==> config.mk <==
export PLATFORM = sky130hd
export DESIGN_NAME = csr_reg_file_flat
export DESIGN_NICKNAME = d
export VERILOG_FILES = /design/src/rtl/csr_reg_file_if.sv /design/src/rtl/csr_reg_file.sv /design/src/flat_wrapper.sv
export SDC_FILE = /design/constraint.sdc
export NUM_CORES = 1
export LEC_CHECK = 0
export ABC_CLOCK_PERIOD_IN_PS = 6100
export BUFFER_PORTS_ARGS = -buffer_cell sky130_fd_sc_hd__buf_2
export CAP_MARGIN = 20
export CORE_UTILIZATION = 41
export CTS_CLUSTER_DIAMETER = 150
export DETAILED_ROUTE_END_ITERATION = 7
export GPL_TIMING_DRIVEN = 1
export PLACE_DENSITY = 0.61
export SLEW_MARGIN = 20
export SYNTH_ARGS = -nofsm -noshare
export SYNTH_HDL_FRONTEND = slang
export SYNTH_SLANG_ARGS = --single-unit
==> constraint.sdc <==
create_clock -name clk -period 6.1 [get_ports clk]
set_input_delay 1.22 -clock clk [delete_from_list [all_inputs] [get_ports clk]]
set_output_delay 1.22 -clock clk [all_outputs]
set_load 0.005 [all_outputs]
==> src/rtl/csr_reg_file_if.sv <==
// Bus between the decode/execute stage and the machine-mode CSR file:
// CSR access, MRET/trap redirect and the level interrupt inputs.
interface csr_reg_file_if;
  logic        valid;
  logic        csr_reg_wr;
  logic        csr_reg_rd;
  logic        is_mret;
  logic [11:0] addr;
  logic [31:0] wdata;
  logic [31:0] pc;
  logic        timer_irq;
  logic        ext_irq;
  logic [31:0] rdata;
  logic        epc_taken;
  logic [31:0] epc;

  modport master (
    output valid, csr_reg_wr, csr_reg_rd, is_mret, addr, wdata, pc,
           timer_irq, ext_irq,
    input  rdata, epc_taken, epc
  );

  modport slave (
    input  valid, csr_reg_wr, csr_reg_rd, is_mret, addr, wdata, pc,
           timer_irq, ext_irq,
    output rdata, epc_taken, epc
  );
endinterface

==> src/rtl/csr_reg_file.sv <==
// Machine-mode CSR file with interrupt trap entry, MRET return and a
// fixed-length redirect holdoff (FLUSH) after every redirect.
module csr_reg_file #(
  parameter int FLUSH_CYCLES = 2
) (
  input logic           clk,
  input logic           rst,
  csr_reg_file_if.slave bus
);

  typedef enum logic {
    ST_RUN,
    ST_FLUSH
  } state_t;

  localparam logic [11:0] ADDR_MSTATUS = 12'h300;
  localparam logic [11:0] ADDR_MIE     = 12'h304;
  localparam logic [11:0] ADDR_MTVEC   = 12'h305;
  localparam logic [11:0] ADDR_MEPC    = 12'h341;
  localparam logic [11:0] ADDR_MCAUSE  = 12'h342;
  localparam logic [11:0] ADDR_MIP     = 12'h344;

  localparam logic [31:0] MSTATUS_MASK = 32'h0000_0088;
  localparam logic [31:0] MIE_MASK     = 32'h0000_0880;
  localparam logic [31:0] MTVEC_MASK   = 32'hFFFF_FFFD;
  localparam logic [31:0] MEPC_MASK    = 32'hFFFF_FFFC;
  localparam logic [2:0]  FLUSH_LAST   = 3'(FLUSH_CYCLES - 1);

  localparam int MIE_BIT  = 3;
  localparam int MPIE_BIT = 7;
  localparam int MTI_BIT  = 7;
  localparam int MEI_BIT  = 11;

  state_t      r_state;
  logic [2:0]  r_flush_cnt;
  logic [31:0] r_mstatus;
  logic [31:0] r_mie;
  logic [31:0] r_mtvec;
  logic [31:0] r_mepc;
  logic [31:0] r_mcause;
  logic        r_mip_mtip;
  logic        r_mip_meip;

  logic        w_irq_pend;
  logic        w_ext_sel;
  logic        w_run;
  logic        w_trap;
  logic        w_mret;
  logic        w_wr_en;
  logic [4:0]  w_cause_code;
  logic [31:0] w_vec_base;
  logic [31:0] w_trap_target;
  logic [31:0] w_mip_val;
  logic [31:0] w_rdata;
  logic [31:0] w_epc;

  assign w_ext_sel  = r_mip_meip & r_mie[MEI_BIT];
  assign w_irq_pend = r_mstatus[MIE_BIT] &
                      (w_ext_sel | (r_mip_mtip & r_mie[MTI_BIT]));

  // MRET wins over a pending interrupt; the interrupt is seen again after FLUSH.
  assign w_run  = (r_state == ST_RUN);
  assign w_mret = w_run & bus.valid & bus.is_mret;
  assign w_trap = w_run & bus.valid & ~bus.is_mret & w_irq_pend;

  assign w_wr_en      = bus.csr_reg_wr & bus.valid & ~w_trap;
  assign w_cause_code = w_ext_sel ? 5'd11 : 5'd7;
  assign w_vec_base   = {r_mtvec[31:2], 2'b00};
  assign w_trap_target = (r_mtvec[1:0] == 2'b00) ? w_vec_base
                       : w_vec_base + {25'b0, w_cause_code, 2'b00};

  assign w_mip_val = {20'b0, r_mip_meip, 3'b0, r_mip_mtip, 7'b0};

  // NOTE: every output of a combinational block gets a default before the
  // case/if so no path leaves it unassigned, which would infer a latch.
  always_comb begin
    w_rdata = '0;
    if (bus.csr_reg_rd) begin
      case (bus.addr)
        ADDR_MSTATUS: w_rdata = r_mstatus;
        ADDR_MIE:     w_rdata = r_mie;
        ADDR_MTVEC:   w_rdata = r_mtvec;
        ADDR_MEPC:    w_rdata = r_mepc;
        ADDR_MCAUSE:  w_rdata = r_mcause;
        ADDR_MIP:     w_rdata = w_mip_val;
        default:      w_rdata = '0;
      endcase
    end
  end

  always_comb begin
    w_epc = '0;
    if (w_trap) begin
      w_epc = w_trap_target;
    end else if (w_mret) begin
      w_epc = r_mepc;
    end
  end

  assign bus.rdata     = w_rdata;
  assign bus.epc       = w_epc;
  assign bus.epc_taken = w_trap | w_mret;

  // NOTE: all state is updated with non-blocking assignments so every
  // register samples pre-edge values; later assignments in this block
  // deliberately override earlier ones (trap/MRET over a CSR write).
  always_ff @(posedge clk) begin
    if (rst) begin
      r_state     <= ST_RUN;
      r_flush_cnt <= '0;
      r_mstatus   <= '0;
      r_mie       <= '0;
      r_mtvec     <= '0;
      r_mepc      <= '0;
      r_mcause    <= '0;
      r_mip_mtip  <= 1'b0;
      r_mip_meip  <= 1'b0;
    end else begin
      r_mip_mtip <= bus.timer_irq;
      r_mip_meip <= bus.ext_irq;

      if (w_wr_en) begin
        case (bus.addr)
          ADDR_MSTATUS: r_mstatus <= bus.wdata & MSTATUS_MASK;
          ADDR_MIE:     r_mie     <= bus.wdata & MIE_MASK;
          ADDR_MTVEC:   r_mtvec   <= bus.wdata & MTVEC_MASK;
          ADDR_MEPC:    r_mepc    <= bus.wdata & MEPC_MASK;
          ADDR_MCAUSE:  r_mcause  <= bus.wdata;
          default:      ;
        endcase
      end

      case (r_state)
        ST_RUN: begin
          if (w_trap) begin
            r_mepc              <= bus.pc;
            r_mcause            <= {1'b1, 26'b0, w_cause_code};
            r_mstatus[MPIE_BIT] <= r_mstatus[MIE_BIT];
            r_mstatus[MIE_BIT]  <= 1'b0;
            r_state             <= ST_FLUSH;
            r_flush_cnt         <= FLUSH_LAST;
          end else if (w_mret) begin
            r_mstatus[MIE_BIT]  <= r_mstatus[MPIE_BIT];
            r_mstatus[MPIE_BIT] <= 1'b1;
            r_state             <= ST_FLUSH;
            r_flush_cnt         <= FLUSH_LAST;
          end
        end
        ST_FLUSH: begin
          if (r_flush_cnt == '0) begin
            r_state <= ST_RUN;
          end else begin
            r_flush_cnt <= r_flush_cnt - 3'd1;
          end
        end
        default: r_state <= ST_RUN;
      endcase
    end
  end

endmodule

==> src/flat_wrapper.sv <==
// flat-port wrapper written by rule: the top's interface ports become plain ports
module csr_reg_file_flat 
#(
  parameter int FLUSH_CYCLES = 2
)
  (clk, rst, bus_valid, bus_csr_reg_wr, bus_csr_reg_rd, bus_is_mret, bus_addr, bus_wdata, bus_pc, bus_timer_irq, bus_ext_irq, bus_rdata, bus_epc_taken, bus_epc);
  csr_reg_file_if bus_i ();
  input logic clk;
  input logic rst;
  input wire logic [$bits(bus_i.valid)-1:0] bus_valid;
  input wire logic [$bits(bus_i.csr_reg_wr)-1:0] bus_csr_reg_wr;
  input wire logic [$bits(bus_i.csr_reg_rd)-1:0] bus_csr_reg_rd;
  input wire logic [$bits(bus_i.is_mret)-1:0] bus_is_mret;
  input wire logic [$bits(bus_i.addr)-1:0] bus_addr;
  input wire logic [$bits(bus_i.wdata)-1:0] bus_wdata;
  input wire logic [$bits(bus_i.pc)-1:0] bus_pc;
  input wire logic [$bits(bus_i.timer_irq)-1:0] bus_timer_irq;
  input wire logic [$bits(bus_i.ext_irq)-1:0] bus_ext_irq;
  output wire logic [$bits(bus_i.rdata)-1:0] bus_rdata;
  output wire logic [$bits(bus_i.epc_taken)-1:0] bus_epc_taken;
  output wire logic [$bits(bus_i.epc)-1:0] bus_epc;
  assign bus_i.valid = bus_valid;
  assign bus_i.csr_reg_wr = bus_csr_reg_wr;
  assign bus_i.csr_reg_rd = bus_csr_reg_rd;
  assign bus_i.is_mret = bus_is_mret;
  assign bus_i.addr = bus_addr;
  assign bus_i.wdata = bus_wdata;
  assign bus_i.pc = bus_pc;
  assign bus_i.timer_irq = bus_timer_irq;
  assign bus_i.ext_irq = bus_ext_irq;
  assign bus_rdata = bus_i.rdata;
  assign bus_epc_taken = bus_i.epc_taken;
  assign bus_epc = bus_i.epc;
  csr_reg_file #(.FLUSH_CYCLES(FLUSH_CYCLES)) u_core (.clk(clk), .rst(rst), .bus(bus_i));
endmodule
=== After elaboration in Yosys (flattened, before gate mapping) ===
Index checks and enable logic that the tools add are counted.

* Logic and storage cells: 68
* Bits in registers: 105
* Input bits: 84
* Output and inout bits: 65

* Eq/ne operators: 8
* Bitwise gates (word level): 14
* $add $sub $neg: 2
* Multiplexer cells: 30
* Reduce and logical (&&, ||, !) cells: 5

{| class="wikitable"
|+ Operators by type and width
! cell !! number
|-
| 32-bit two-way mux || 12
|-
| 32-bit case mux with 6 select lines || 1
|-
| 12-bit by 10-bit == test with 1-bit output, second input constant || 6
|-
| 32-bit by 7-bit adder with 32-bit output || 1
|-
| 8-bit two-way mux || 2
|-
| 1-bit bitwise AND || 9
|-
| 1-bit two-way mux || 9
|-
| 3-bit two-way mux || 3
|-
| 3-bit case mux with 2 select lines || 1
|-
| 2-bit AND reduction || 3
|-
| 4-bit two-way mux || 1
|-
| 3-bit zero test || 1
|-
| 3-bit inequality test, second input constant || 1
|-
| 1-bit NOT || 3
|-
| 3-bit by 1-bit subtractor with 3-bit output, second input constant || 1
|-
| 2-bit zero test || 1
|-
| 2-bit inequality test, second input constant || 1
|-
| 1-bit OR || 2
|-
| 1-bit case mux with 2 select lines || 1
|}

=== Depth between registers and ports, before layout ===
Gate-level depths: netlist of run 1.

* Depth in word-level cells: 10
* Mapped depth: 9
* Mapped depth without buffers: 7

=== Worst setup path after synthesis of run 1 ===
Ideal clock, no wire load.

* Kind: input to output
* From: in bus_addr[11]
* To: out bus_rdata[13]
* Data required time: 4.880 ns
* Stages: 8
* Arrival time: 2.716 ns
* Buffers on the path: 4
* Path slack: 2.164 ns
* Cell sequence: nor4bb_1 -> buf_2 -> and2_1 -> clkbuf_1 -> clkbuf_1 -> buf_1 -> a22oi_1 -> nor2_1

* Word-level cells in the longest chain between the ends: 3
* Elaborated cells between the ends (all ways): 8
* Those cells by class: eq/ne (6); mux (2)

{| class="wikitable"
|+ RTL lines
! item !! RTL line !! RTL
|-
| from (decl) || flat_wrapper.sv:14 || <nowiki>input wire logic [$bits(bus_i.addr)-1:0] bus_addr;</nowiki>
|-
| 12-bit by 10-bit == test with 1-bit output || csr_reg_file.sv:79 || <nowiki>case (bus.addr)</nowiki>
|-
| 32-bit case mux with 6 select lines * || csr_reg_file.sv:79 ||
|-
| 32-bit two-way mux * || csr_reg_file.sv:78 || <nowiki>if (bus.csr_reg_rd) begin</nowiki>
|-
| to (decl) || flat_wrapper.sv:19 || <nowiki>output wire logic [$bits(bus_i.rdata)-1:0] bus_rdata;</nowiki>
|}

Every way passes the cells marked *; elsewhere a longest branch is shown, timed or not.

=== Worst setup path in the final report of run 1 ===
* From: in bus_addr[3]
* To: out bus_rdata[7]

Same word-level chain as after synthesis.

==> results of run 1 <==
## layer usage
layer | GRT usage | vias up | wire (um)
met3 | 0.0458 | 20 | 1210
li1 | - | 3138 | -
met2 | 0.433 | 233 | 9250
met4 | 0.0646 | 0 | 262
met5 | 0 | - | 0
met1 | 0.353 | 2996 | 9470
## area by class of cell
| cell class | instances | area share |
|---|---|---|
| tap | 184 | 0.0315 |
| clock buffer | 10 | 0.0326 |
| clock inverter | 6 | 0.0144 |
| sequential | 105 | 0.287 |
| timing repair buffer | 164 | 0.118 |
| inverter | 10 | 0.00513 |
| multi-input combinational | 650 | 0.511 |
## worst max-delay path, stage by stage
cell and delay, ns:
buf_2 0.11, nor4_4 0.51, and2_1 0.79, a22oi_1 0.14
o22a_1 0.25, a21boi_0 0.20, buf_2 0.15
## metrics by stage
stage / worst slack [ns] / utilization / hold slack [ns] / std cells
floorplan: 2.16 / - / 0.436 / 846
global placement: 1.56 / 0.476 / 0.442 / 1113
detailed placement: 1.50 / 0.476 / 0.447 / 1113
CTS: 1.50 / 0.500 / 0.458 / 1129
global route: 1.29 / 0.500 / 0.479 / 1129
finish: 1.50 / 0.500 / 0.457 / 1129
## state kept, by name (all words and copies together), names as in the netlist
signal	count
u_core.r_mcause	32
u_core.r_flush_cnt	3
u_core.r_mie	2
u_core.r_mstatus	2
u_core.r_state	1
u_core.r_mtvec	31
u_core.r_mip_mtip	1
u_core.r_mip_meip	1
u_core.r_mepc	32
## kinds of logic (layout without fill, tap and decap cells)
family	after synthesis	after routing	synth area share
mux	7	7	0.0117
flops	105	105	0.339
simple gates	399	399	0.280
buf+inv	91	190	0.0605
xor+xnor	30	30	0.0423
fa+ha+maj	3	3	0.00605
compound gates	211	211	0.260
## placed cells by master (no fill, tap or decap), types with 5 or more instances in the layout
cell type  instances
inv_1             10
and4_1             6
nor4_1            13
buf_2            147
dfxtp_1          105
o21ai_0           31
mux2i_1            5
a22o_1            31
a2111oi_2         30
nor3_1            15
buf_4             17
xnor2_1           28
and2_1             8
a22oi_1           33
a31oi_1            6
a21oi_1           63
nor2b_1            6
nand3_1           16
nand4_1            6
nand2_1          175
nor2_1           131
clkbuf_16          9
## power by group
| group | internal (uW) | total [uW] | switching [uW] |
|---|---|---|---|
| Sequential | 688 | 690 | 2.13 |
| Combinational | 29.7 | 79.5 | 49.7 |
| Clock | 411 | 680 | 270 |
## Yosys cell counts (3+ instances only)
cell type,count
nand2_1,175
nor2_1,132
dfxtp_1,105
a21oi_1,63
clkbuf_1,59
a22oi_1,33
a22o_1,31
o21ai_0,31
a2111oi_2,30
xnor2_1,28
nand3_1,16
nor3_1,16
buf_2,13
nor4_1,13
inv_1,10
and2_1,8
a31oi_1,6
and4_1,6
nand4_1,6
nor2b_1,6
buf_1,5
mux2i_1,5
nand2b_1,4
ha_1,3
## worst min path at each step
stage               slack [ns]           startpoint             endpoint  cells after the start
finish                    0.46  u_core.r_mcause[25]  u_core.r_mcause[25]                      2
global route              0.48  u_core.r_mcause[30]  u_core.r_mcause[30]                      2
CTS                       0.46  u_core.r_mcause[22]  u_core.r_mcause[22]                      2
detailed placement        0.45   u_core.r_mcause[5]   u_core.r_mcause[5]                      2
global placement          0.44  u_core.r_mcause[20]  u_core.r_mcause[20]                      2
floorplan                 0.44  u_core.r_mcause[30]  u_core.r_mcause[30]                      2
==> flow_summary_export.csv, run 1 <==
group,metric,value,unit
outcome,outcome,"finished, violations left",
outcome,violations,"design-rule violations",
clocking,largest_buffer_count_on_any_clock_path,2,
clocking,clock_transition_at_the_registers_of_the_reported_paths,0.07,ns
placement,io_buffer_count,148,
synthesis,yosys-top-cells-area,"dfxtp_1, nand2_1, nor2_1",
sta,worst-slew-pin-transition,1.10,ns
worst_setup_path,r2r_start,"u_core.r_state",
power,power.ir.vdd_worst,0.178,mV
synthesis,post_synth.cell_area_avg,7.33,um^2
finish,multi_input_area,0.00374,mm^2
min_path,hold_path.class,"flop to flop",
sta,final_hold_violating_endpoints,0,
worst_setup_path,type_of_origin_of_the_critical_path,"input port",
worst_setup_path,timing.setup.critical_path_class,"input port to output pin",
placement,post-dp-hpwl,13.3,mm
synthesis,synthesis.instances,846,
drt,firstDrtPassIters,8,
floorplan,die_width,125,um
sta,final_period_minus_worst_setup_slack,4.60,ns
clocking,clock_sink_count,105,
drt,detail_route.iter0.violations,509,
synthesis,synthesis.area,0.00620,mm^2
worst_setup_path,worstSetupEndpoint,"bus_rdata[7]",
synthesis,number_of_synthesized_flops_with_an_enable_pin,0,
sta,clock_skew,0.00723,ns
placement,gp_congestion,0.854,
finish,layout-area-overhead-vs-synth,18.0,%
floorplan,fp-row-count,44,
clocking,number_of_buffers_inserted_during_clock_tree_synthesis,9,
synthesis,synth_ff_type,"dfxtp_1",
drt,drt-wirelength-per-cell,17.9,um
power,p_total,1450,uW
finish,design_area,0.00732,mm^2
power,p_leak,0.00253,uW
floorplan,die_height,125,um
grt,track_usage,0.262,
grt,grt_overflow_total,0,
clocking,clockRootBuffer,"clkbuf_16",
clocking,clkLatencyLatePin,0.36,ns
grt,grt_max_degree,69,
floorplan,initial_utilization,0.424,
clocking,postCtsHoldBufs,0,
worst_setup_path,setup.worst_path.end_class,"output pin",
drt,count_of_vias_placed_by_the_detailed_router,6387,
worst_setup_path,timing.reg2reg.worst_path_depth,6,
worst_setup_path,regToRegSetupSlack,3.16,ns
synthesis,syn-num-nets,933,
sta,layout_worst_path_cycle_share,0.754,
grt,antenna_found_initial,0,
synthesis,post-synth-top-area-cell,"dfxtp_1",
finish,diodes,0,
synthesis,yosys_register_bits,105,
drt,routed_wl,20.2,mm
sta,max_freq,0.217,GHz
floorplan,fp.dieArea,0.0156,mm^2
placement,placed_cell_area,0.00698,mm^2
grt,first_global_vias,6016,
synthesis,ys_seq_area_frac,0.339,
sta,final.setup.tns,0,ns
clocking,cts_repair_resize_count,0,
clocking,cts_max_level,3,
synthesis,synth.top_cell.area_share,0.339,
sta,slew_headroom,0.269,
worst_setup_path,timing.critical_path.from,"bus_addr[3]",
drt,drc_violations_left,24,
worst_setup_path,cp.arrival,3.38,ns
worst_setup_path,r2r_end,"u_core.r_mepc[18]",
drt,drt-vias-per-instance,5.66,
clocking,clock_tree_from_tritoncts,"yes",
floorplan,core_region_area,0.0146,mm^2
sta,rsz0062_at_grt,"no",
finish,seq_area,0.00210,mm^2
run,drv_cap,0,
finish,nFillCells,1524,
power,power_per_cell_area,198,mW/mm^2
worst_setup_path,crit_required,4.88,ns
clocking,postCtsSetupRepairBufs,0,
worst_setup_path,timing.critical_path.fanout_max,17,
synthesis,synth_warnings,0,
sta,report.final.slew_viol_count,0,
floorplan,design.portCount,149,
synthesis,synth_cell_types,53,
sta,number_of_setup_violations_in_the_final_report,0,
synthesis,synth-async-reset-ratio,0,
finish,post_route_cells_drive_above_1_share,0.236,
grt,grt_pass1_wl,32.4,mm
finish,fin_nets,1027,
drt,antenna_violating_nets_post_route,0,
Power figures use the tool's default switching activity.
==> run 2, diff against run 1 <==
--- a/config.mk
+++ b/config.mk
@@ -5,7 +5,7 @@
 export SDC_FILE = /design/constraint.sdc
 export NUM_CORES = 1
 export LEC_CHECK = 0
-export ABC_CLOCK_PERIOD_IN_PS = 6100
+export ABC_CLOCK_PERIOD_IN_PS = 4340
 export BUFFER_PORTS_ARGS = -buffer_cell sky130_fd_sc_hd__buf_2
 export CAP_MARGIN = 20
 export CORE_UTILIZATION = 41
==> constraint.sdc (replaced) <==
create_clock -name clk -period 4.34 [get_ports clk]
set_input_delay 0.868 -clock clk [delete_from_list [all_inputs] [get_ports clk]]
set_output_delay 0.868 -clock clk [all_outputs]
set_load 0.005 [all_outputs]
==> run 2 against run 1 <==
Combinational power increased by 41%. Global-route usage increased by 0.18 points. Register-to-register slack got worse by 1.5 ns. Cell area increased by 1.6%. Clock skew about the same. Power increased by 41%. Flip-flop and latch count unchanged. Wire length increased by 0.24%. Core utilization increased by 0.79 points. First-iteration DRC count increased by 10%. The flow still finishes with violations (design-rule violations). Non-clock buffer count increased by 12. Die area unchanged.
==> flow_summary_export.csv, run 2 (synthesized netlist as in run 1, its figures left out) <==
group,metric,value,unit
drt,drt-vias-per-instance,5.63,
clocking,clock_transition_at_the_registers_of_the_reported_paths,0.07,ns
floorplan,fp.dieArea,0.0156,mm^2
clocking,largest_buffer_count_on_any_clock_path,2,
finish,multi_input_area,0.00374,mm^2
drt,routed_wl,20.2,mm
clocking,postCtsSetupRepairBufs,0,
grt,grt_overflow_total,0,
finish,seq_area,0.00210,mm^2
sta,clock_skew,0.00676,ns
power,power.share.combinational,0.055,
worst_setup_path,critical_path.top_delay_family,"simple AND/OR/NAND/NOR gates",
sta,final.setup.tns,0,ns
floorplan,die_height,125,um
clocking,clock_sink_count,105,
floorplan,die_width,125,um
power,power.internal,1590,uW
sta,final_hold_violating_endpoints,0,
drt,detail_route.iter0.violations,562,
grt,grt_busiest_layer,"met2",
worst_setup_path,timing.critical_path.fanout_max,17,
drt,firstDrtPassIters,8,
power,share_seq_of_total_power,0.475,
grt,track_usage,0.264,
sta,final_period_minus_worst_setup_slack,3.65,ns
worst_setup_path,crit_required,3.47,ns
worst_setup_path,cp.arrival,2.78,ns
worst_setup_path,slowest_stage,"nor4_4",
floorplan,core_region_area,0.0146,mm^2
worst_setup_path,timing.setup.critical_path_class,"input port to output pin",
finish,final_common_cell,"nand2_1",
grt,grtUsageMet1,0.356,
floorplan,design.portCount,149,
sta,report.final.slew_viol_count,0,
grt,first_global_vias,5872,
clocking,cts_max_level,3,
worst_setup_path,slowest_delay,0.52,ns
grt,grt_max_degree,69,
finish,fin_nets,1039,
power,p_clk_frac,0.470,
sta,rsz0062_at_grt,"no",
sta,layout_worst_path_cycle_share,0.840,
drt,drt-wirelength-per-cell,17.7,um
finish,diodes,0,
finish,nFillCells,1545,
clocking,clockRootBuffer,"clkbuf_16",
grt,met3_routing_resource_usage_after_global_routing,0.0479,
power,net-switching-power,454,uW
drt,count_of_vias_placed_by_the_detailed_router,6427,
clocking,postCtsHoldBufs,0,
drt,antenna_violating_nets_post_route,0,
floorplan,fp-row-count,44,
placement,io_buffer_count,148,
power,p_total,2040,uW
grt,antenna_found_initial,0,
power,p_leak,0.00260,uW
finish,reg_top3,"u_core.r_mcause (32), u_core.r_mepc (32), u_core.r_mtvec (31)",
min_path,hold_path.class,"flop to flop",
power,power.share.switching,0.223,
worst_setup_path,type_of_origin_of_the_critical_path,"input port",
clocking,clkLatencyLatePin,0.36,ns
sta,max_freq,0.274,GHz
clocking,number_of_buffers_inserted_during_clock_tree_synthesis,9,
finish,layout-area-overhead-vs-synth,19.8,%
worst_setup_path,critPathMostFrequentCell,"buf_2",
run,drv_cap,0,
sta,number_of_setup_violations_in_the_final_report,0,
worst_setup_path,count_of_buffering_cells_on_the_critical_path_with_inverters_included,3,
outcome,outcome,"finished, violations left",
power,power.ir.vdd_worst,0.195,mV
placement,gp_congestion,0.879,
finish,layout_common_cells,"nand2_1, buf_2, nor2_1",
sta,slew_headroom,0.321,
grt,groute.layer.met2.usage,0.435,
worst_setup_path,setup.worst_path.end_class,"output pin",
clocking,clock_tree_from_tritoncts,"yes",
outcome,violations,"design-rule violations",
finish,post_route_cells_drive_above_1_share,0.246,
power,power_per_cell_area,274,mW/mm^2
worst_setup_path,crit_chain,"buf_2 -> nor4_4 -> and2_0 -> buf_4 -> a22oi_1 -> o22a_1 -> a21boi_0 -> buf_2",
clocking,cts_repair_resize_count,0,
floorplan,initial_utilization,0.424,
placement,post-dp-hpwl,13.9,mm
drt,drc_violations_left,24,
sta,worst-slew-pin-transition,1.01,ns
grt,grt_pass1_wl,32.4,mm
run 2: cell count changes in the layout (fill, tap and decap cells not counted), sizes merged:
cell	change
buf	+12
run 2: worst paths after layout:
check,depth (start not counted),end,slack [ns],start
min,2,u_core.r_mcause[22],0.46,u_core.r_mcause[22]
max reg2reg,7,u_core.r_mcause[3],1.71,u_core.r_mie[11]
max,8,bus_rdata[7],0.69,bus_addr[3]
min reg2reg,2,u_core.r_mcause[22],0.46,u_core.r_mcause[22]
run 2: routing by layer:
layer / share of wire / vias to the layer above / wire length [um]
li1: - / 3169 / -
met1: 0.46 / 3024 / 9240
met2: 0.47 / 216 / 9470
met3: 0.064 / 18 / 1290
met4: 0.012 / 0 / 248
met5: 0 / - / 0
run 2: worst reg2reg max path, cell delays in order, from the launching register on:
cell	delay, ns
dfxtp_1	0.34
a22oi_1	0.41
or2_2	0.23
buf_12	0.29
and3_1	0.55
buf_4	0.31
nor3_1	0.08
a2111oi_2	0.32
run 2: final cells by class:
class,count,area share
sequential,105,0.283
multi-input combinational,650,0.503
inverter,10,0.00505
tap,184,0.0310
timing repair buffer,176,0.132
clock inverter,6,0.0141
clock buffer,10,0.0321
run 2: per-stage QoR:
| step | utilization | worst slack [ns] | instance area (um^2) | instances | hold slack, ns |
|---|---|---|---|---|---|
| after floorplan | - | 1.11 | 6200 | 846 | 0.436 |
| after global placement | 0.484 | 0.735 | 7090 | 1125 | 0.443 |
| after detailed placement | 0.484 | 0.710 | 7090 | 1125 | 0.447 |
| after CTS | 0.508 | 0.699 | 7430 | 1141 | 0.456 |
| after global routing | 0.508 | 0.540 | 7430 | 1141 | 0.472 |
| final | 0.508 | 0.693 | 7430 | 1141 | 0.458 |
run 2: power groups by stage:
stage	Sequential, uW	Clock, uW	Combinational, uW
after global placement	992	0	111
after floorplan	991	0	43.4
after detailed placement	992	0	111
after global routing	970	1010	122
after CTS	969	977	112
final	969	959	112
